--- config.mk ---
export PLATFORM = sky130hd
export DESIGN_NAME = memory_arbiter_rr
export DESIGN_NICKNAME = d
export VERILOG_FILES = /design/src/rtl/cpu_types_pkg.sv /design/src/rtl/rr_arbiter.sv /design/src/rtl/memory_arbiter_rr.sv
export SDC_FILE = /design/constraint.sdc
export NUM_CORES = 1
export LEC_CHECK = 0
export CAP_MARGIN = 20
export CORE_AREA = 2 2 168 170
export DETAILED_ROUTE_END_ITERATION = 10
export DIE_AREA = 0 0 170 172
export GPL_TIMING_DRIVEN = 0
export SKIP_LAST_GASP = 1
export SLEW_MARGIN = 20
export SYNTH_ARGS = -nofsm -noshare
export SYNTH_HDL_FRONTEND = slang
export SYNTH_SLANG_ARGS = --single-unit
--- constraint.sdc ---
create_clock -name CLK -period 3.9 [get_ports CLK]
set_clock_uncertainty 0.05 [all_clocks]
set_input_delay 0.78 -clock CLK [delete_from_list [all_inputs] [get_ports CLK]]
set_output_delay 0.78 -clock CLK [all_outputs]
set_load 0.005 [all_outputs]
--- src/rtl/cpu_types_pkg.sv ---
// Shared types for the memory arbiter: RAM word/state types, the arbiter
// FSM encoding and an index-width helper for the round-robin pointer.
package cpu_types_pkg;

    typedef logic [31:0] word_t;

    typedef enum logic [1:0] {
        FREE   = 2'd0,
        BUSY   = 2'd1,
        ACCESS = 2'd2,
        ERROR  = 2'd3
    } ramstate_t;

    typedef enum logic {
        IDLE  = 1'b0,
        GRANT = 1'b1
    } arb_state_t;

    // Width of an index into n requesters; never less than one bit so that a
    // single-core build still has a legal (constant-zero) pointer.
    function automatic int idx_w(input int n);
        return (n > 1) ? $clog2(n) : 1;
    endfunction

endpackage

--- src/rtl/rr_arbiter.sv ---
// Combinational round-robin picker: scans req starting at ptr and wrapping,
// returns the first hit as a one-hot vector and as a binary index.
module rr_arbiter
    import cpu_types_pkg::*;
#(
    parameter int N  = 2,
    parameter int IW = idx_w(N)
) (
    input  logic [N-1:0]  req,
    input  logic [IW-1:0] ptr,
    output logic [N-1:0]  gnt,
    output logic [IW-1:0] idx
);

    // First requester at or after ptr (modulo N) wins.
    always_comb begin
        logic found;
        int   c;
        // NOTE: every output of a combinational block gets a default before
        // any branch; a path that leaves one unassigned infers a latch.
        gnt   = '0;
        idx   = '0;
        found = 1'b0;
        c     = 0;
        for (int k = 0; k < N; k++) begin
            c = int'(ptr) + k;
            if (c >= N) begin
                c = c - N;
            end
            if (!found && (c < N) && req[c]) begin
                found  = 1'b1;
                gnt[c] = 1'b1;
                idx    = IW'(c);
            end
        end
    end

endmodule

--- src/rtl/memory_arbiter_rr.sv ---
// Shares one RAM port between CPUS cores (an I-port and a D-port each).
// D-requests beat I-requests; cores are served round-robin. A selection is
// registered and held until the RAM completes, errors, or the requester
// withdraws; an IDLE cycle always separates two grants.
module memory_arbiter_rr
    import cpu_types_pkg::*;
#(
    parameter int CPUS   = 2,
    parameter int ADDR_W = 32,
    parameter int DATA_W = 32
) (
    input  logic                     CLK,
    input  logic                     nRST,
    input  logic [CPUS-1:0]          iREN,
    input  logic [CPUS*ADDR_W-1:0]   iaddr,
    input  logic [CPUS-1:0]          dREN,
    input  logic [CPUS-1:0]          dWEN,
    input  logic [CPUS*ADDR_W-1:0]   daddr,
    input  logic [CPUS*DATA_W-1:0]   dstore,
    output logic [CPUS-1:0]          iwait,
    output logic [CPUS-1:0]          dwait,
    output logic [CPUS*DATA_W-1:0]   iload,
    output logic [CPUS*DATA_W-1:0]   dload,
    output logic [ADDR_W-1:0]        ramaddr,
    output logic [DATA_W-1:0]        ramstore,
    output logic                     ramREN,
    output logic                     ramWEN,
    input  logic [DATA_W-1:0]        ramload,
    input  logic [1:0]               ramstate,
    output logic                     ramerr
);

    localparam int IW = idx_w(CPUS);

    arb_state_t      state_q, state_d;
    logic [IW-1:0]   gnt_cpu_q, gnt_cpu_d;
    logic            gnt_is_d_q, gnt_is_d_d;
    logic            gnt_wr_q, gnt_wr_d;
    logic [IW-1:0]   rr_ptr_q, rr_ptr_d;

    logic [CPUS-1:0] d_req;
    logic [CPUS-1:0] d_gnt, i_gnt;
    logic [IW-1:0]   d_idx, i_idx;
    logic            req_held;
    logic [IW-1:0]   ptr_after;
    ramstate_t       rs;

    assign rs    = ramstate_t'(ramstate);
    assign d_req = dREN | dWEN;

    // Read data goes to every port; only the port whose wait drops consumes it.
    assign iload = {CPUS{ramload}};
    assign dload = {CPUS{ramload}};

    rr_arbiter #(.N(CPUS), .IW(IW)) u_d_arb (
        .req (d_req),
        .ptr (rr_ptr_q),
        .gnt (d_gnt),
        .idx (d_idx)
    );

    rr_arbiter #(.N(CPUS), .IW(IW)) u_i_arb (
        .req (iREN),
        .ptr (rr_ptr_q),
        .gnt (i_gnt),
        .idx (i_idx)
    );

    // Is the requester we granted still asking, and where the pointer moves on success.
    always_comb begin
        req_held  = gnt_is_d_q ? d_req[gnt_cpu_q] : iREN[gnt_cpu_q];
        ptr_after = (gnt_cpu_q == IW'(CPUS - 1)) ? '0 : gnt_cpu_q + IW'(1);
    end

    // Grant register and round-robin pointer.
    always_ff @(posedge CLK or negedge nRST) begin
        if (!nRST) begin
            state_q    <= IDLE;
            gnt_cpu_q  <= '0;
            gnt_is_d_q <= 1'b0;
            gnt_wr_q   <= 1'b0;
            rr_ptr_q   <= '0;
        end else begin
            // NOTE: state registers use non-blocking assignment so every flop
            // samples the pre-edge values regardless of statement order.
            state_q    <= state_d;
            gnt_cpu_q  <= gnt_cpu_d;
            gnt_is_d_q <= gnt_is_d_d;
            gnt_wr_q   <= gnt_wr_d;
            rr_ptr_q   <= rr_ptr_d;
        end
    end

    // Next state: select in IDLE (D over I), then hold until ACCESS, ERROR or withdrawal.
    always_comb begin
        state_d    = state_q;
        gnt_cpu_d  = gnt_cpu_q;
        gnt_is_d_d = gnt_is_d_q;
        gnt_wr_d   = gnt_wr_q;
        rr_ptr_d   = rr_ptr_q;
        case (state_q)
            IDLE: begin
                if (|d_gnt) begin
                    gnt_cpu_d  = d_idx;
                    gnt_is_d_d = 1'b1;
                    gnt_wr_d   = dWEN[d_idx];
                    state_d    = GRANT;
                end else if (|i_gnt) begin
                    gnt_cpu_d  = i_idx;
                    gnt_is_d_d = 1'b0;
                    gnt_wr_d   = 1'b0;
                    state_d    = GRANT;
                end
            end
            GRANT: begin
                if (rs == ACCESS) begin
                    state_d  = IDLE;
                    rr_ptr_d = ptr_after;
                end else if (rs == ERROR) begin
                    // Pointer stays put so the same requester is retried first.
                    state_d = IDLE;
                end else if (!req_held) begin
                    state_d = IDLE;
                end
            end
            default: state_d = IDLE;
        endcase
    end

    // RAM side and wait outputs, driven only from the registered grant.
    always_comb begin
        iwait    = '1;
        dwait    = '1;
        ramaddr  = '0;
        ramstore = '0;
        ramREN   = 1'b0;
        ramWEN   = 1'b0;
        ramerr   = 1'b0;
        if (state_q == GRANT) begin
            if (gnt_is_d_q) begin
                ramaddr  = daddr[int'(gnt_cpu_q)*ADDR_W +: ADDR_W];
                ramstore = dstore[int'(gnt_cpu_q)*DATA_W +: DATA_W];
                ramWEN   = gnt_wr_q;
                ramREN   = !gnt_wr_q;
                if (rs == ACCESS) begin
                    dwait[gnt_cpu_q] = 1'b0;
                end
            end else begin
                ramaddr = iaddr[int'(gnt_cpu_q)*ADDR_W +: ADDR_W];
                ramREN  = 1'b1;
                if (rs == ACCESS) begin
                    iwait[gnt_cpu_q] = 1'b0;
                end
            end
            ramerr = (rs == ERROR);
        end
    end

endmodule

==> results by group <==
Synthesis
  – Largest family of logic cells by synthesized area: buffers and inverters
  – Synth top area cells: buf_4 (36%), mux4_2 (26%), mux2i_1 (12%)
  – Post-synth top cells: buf_4 (134), nor2_1 (36), and2_1 (32), mux2i_1 (32), mux4_2 (32)
  – FF+latch count, synth: 5
  – Dominant cell type by area after synthesis: buf_4
  – Seq/Total Area, Yosys: 4.50%
  – Most frequent cell after synthesis: buf_4
  – Async S/R FF share, synth: 100%
  – Syn Nets: 549
  – YS warnings: 0
  – Syn Area/Cell: 8.82 um^2
  – Mapped Area: 2780 um^2
  – Syn Inst Count: 315
  – Compound-Gate Fraction of Synth Area: 3.42%
  – Mux contribution to synthesized area: 37.5%
  – Cell variety after synth: 28
  – Top FF cell, synth: dfrtp_1
  – EDFF count, synth: 0
  – Synth Area in Simple Gates: 15.2%
  – XOR/XNOR share of the synthesized area: 0%
  – Post-Synth Adder-Cell Area: 0%
  – Top-area cell type share of the netlist area: 36.2%

Critical path
  – CP arrival: 2560 ps
  – Critical Path RT: 3070 ps
  – Element type at the critical path end: output port
  – Setup CP Type: input pin to output port
  – Crit-path max FO: 5
  – FF-to-FF setup slack: 2450 ps
  – Crit start category: input pin

Clock tree
  – Root buf cell: clkbuf_16
  – Clock buffer depth: 2
  – H-tree levels: 1
  – Hold_buf cts: 0
  – Post-CTS Resized: 0
  – Worst-Skew Late Latency: 220 ps
  – Clock buffer count from CTS: 3
  – Worst-path clk slew: 30 ps
  – Setup bufs post-CTS: 0
  – CTS tree: done
  – Num Clock Sinks: 5

Pwr
  – Clock power share: 6.1%
  – NetSw: 0.969 mW
  – Gate power share: 89.6%
  – P_int: 1.75 mW
  – Seq pwr share: 4.2%
  – Sw frac: 35.7%
  – Pleak: 2.96 nW
  – PwrDens: 372 nW/um^2
  – Worst vdd ir: 0.000162 V

Detailed routing
  – Post-route ant nets: 0
  – Final wirelength: 15400 um
  – Per-cell routed wire length: 14.4 um
  – Vias/cell: 3.47
  – Detailed Routing Iterations Pass 1: 4
  – Drt drc: 0
  – Number of DRC markers in iteration 0: 64
  – Routed vias: 3703

Layout
  – Nets: 954
  – Area Overhead vs Synth: 163%
  – Finished Cell Area: 7300 um^2
  – Layout cell share with drive strength beyond 1: 24.6%

Place
  – HPWL after detailed placement: 13600 um
  – RD Place Congestion: 0.747
  – Dpl cell area: 7210 um^2
  – Port Buffers: 400

STA
  – TNS Setup: 0 ps
  – Least-Margin Pin Slew: 558 ps
  – Setup Viol. Count Final: 0
  – Fin crit share: 87.0%
  – Fmax: 295 MHz
  – Final max-slew violation count: 0
  – Minimum clock period after layout: 3390 ps
  – Max_slew headroom: 62.8%
  – RSZ-0062 raised after global routing: false
  – Fin. Hold Viols: 0

Global routing
  – Initial antenna violation count: 2
  – Global Route Usage Sum: 9.14%
  – First-pass GRT wire length: 20600 um
  – Global route overflow: 0
  – Vias in the first global route: 3734
  – Largest net degree at the start of global routing: 11

Die
  – Top-level port count: 433
  – Die height: 172 um
  – Row cnt: 61
  – Core region area: 27500 um^2
  – Die Area: 29200 um^2
  – Initial Util: 10.1%
  – Die Wd: 170 um

Job
  – Max Cap Viol: 0

Status
  – Status: complete, no violations

Min path
  – HP Class: flip-flop to flip-flop
## kinds of logic after synthesis
group                  Yosys count
DFF                              5
AOI/OAI and AO/OA               14
and+or+nand+nor                 83
buffers and inverters          149
muxes                           64
## flip-flops by register name, summed over array words and instances (netlist names)
| signal | count |
|---|---|
| state_q | 1 |
| rr_ptr_q | 1 |
| gnt_cpu_q | 1 |
| gnt_is_d_q | 1 |
| gnt_wr_q | 1 |
## critical path, cell delays in order
cell	delay, ps
clkdlybuf4s50_1	550
nand3b_1	240
or3b_2	520
clkdlybuf4s50_1	470
## layout make-up
class / instances / area, um^2
antenna: 2 / 5.00
buffer: 147 / 1090
clock buffer: 4 / 78.8
fill: 2935 / 20200
inverter: 2 / 7.51
multi-input combinational: 161 / 1560
sequential: 5 / 125
tap: 346 / 433
timing repair buffer: 400 / 4000
## power by group through the flow
stage / logic [mW] / registers [mW] / clock network, mW
5_1_grt: 2.63 / 0.119 / 0.178
2_1_floorplan: 1.19 / 0.0996 / 0
3_3_place_gp: 2.48 / 0.116 / 0
6_report: 2.43 / 0.115 / 0.167
3_5_place_dp: 2.49 / 0.117 / 0
4_1_cts: 2.50 / 0.116 / 0.169
## layout by cell type (no fill, tap or decap), types with 2 or more instances in the layout
master	n
a21oi_1	3
and2_1	32
buf_2	2
buf_4	134
buf_6	4
clkbuf_1	8
clkbuf_16	3
clkdlybuf4s50_1	400
dfrtp_1	5
diode_2	2
inv_1	2
mux2i_1	32
mux4_2	32
nand2_1	5
nor2_1	36
nor3b_1	2
o21ai_0	4
or3_1	2
## through the flow
step	total power [mW]	utilization, %	cells	setup WS [ps]	hold WS, ps
detailed placement	2.61	26.3	1061	466	497
floorplan	1.29	-	315	1620	434
finish	2.72	26.6	1067	506	511
global route	2.93	26.5	1065	424	519
CTS	2.79	26.5	1065	449	509
global placement	2.60	26.3	1061	470	486
## final timing paths
kind / cells past startpoint / endpoint / from
min: 2 / gnt_wr_q / gnt_wr_q
max: 4 / dwait[0] / ramstate[1]
max in group asynchronous: 1 / gnt_wr_q / nRST
max reg2reg: 3 / state_q / state_q
min in group asynchronous: 1 / gnt_is_d_q / nRST
min reg2reg: 2 / gnt_wr_q / gnt_wr_q
## per-layer routing
metal / track usage [%] / up-vias / routed length [um]
met5: 0 / - / 0
met4: 0.780 / 0 / 42
met3: 2.63 / 2 / 1580
met2: 19.0 / 231 / 8330
met1: 9.22 / 1697 / 5430
li1: - / 1773 / -
No activity file was read; power rests on OpenSTA's default activity.
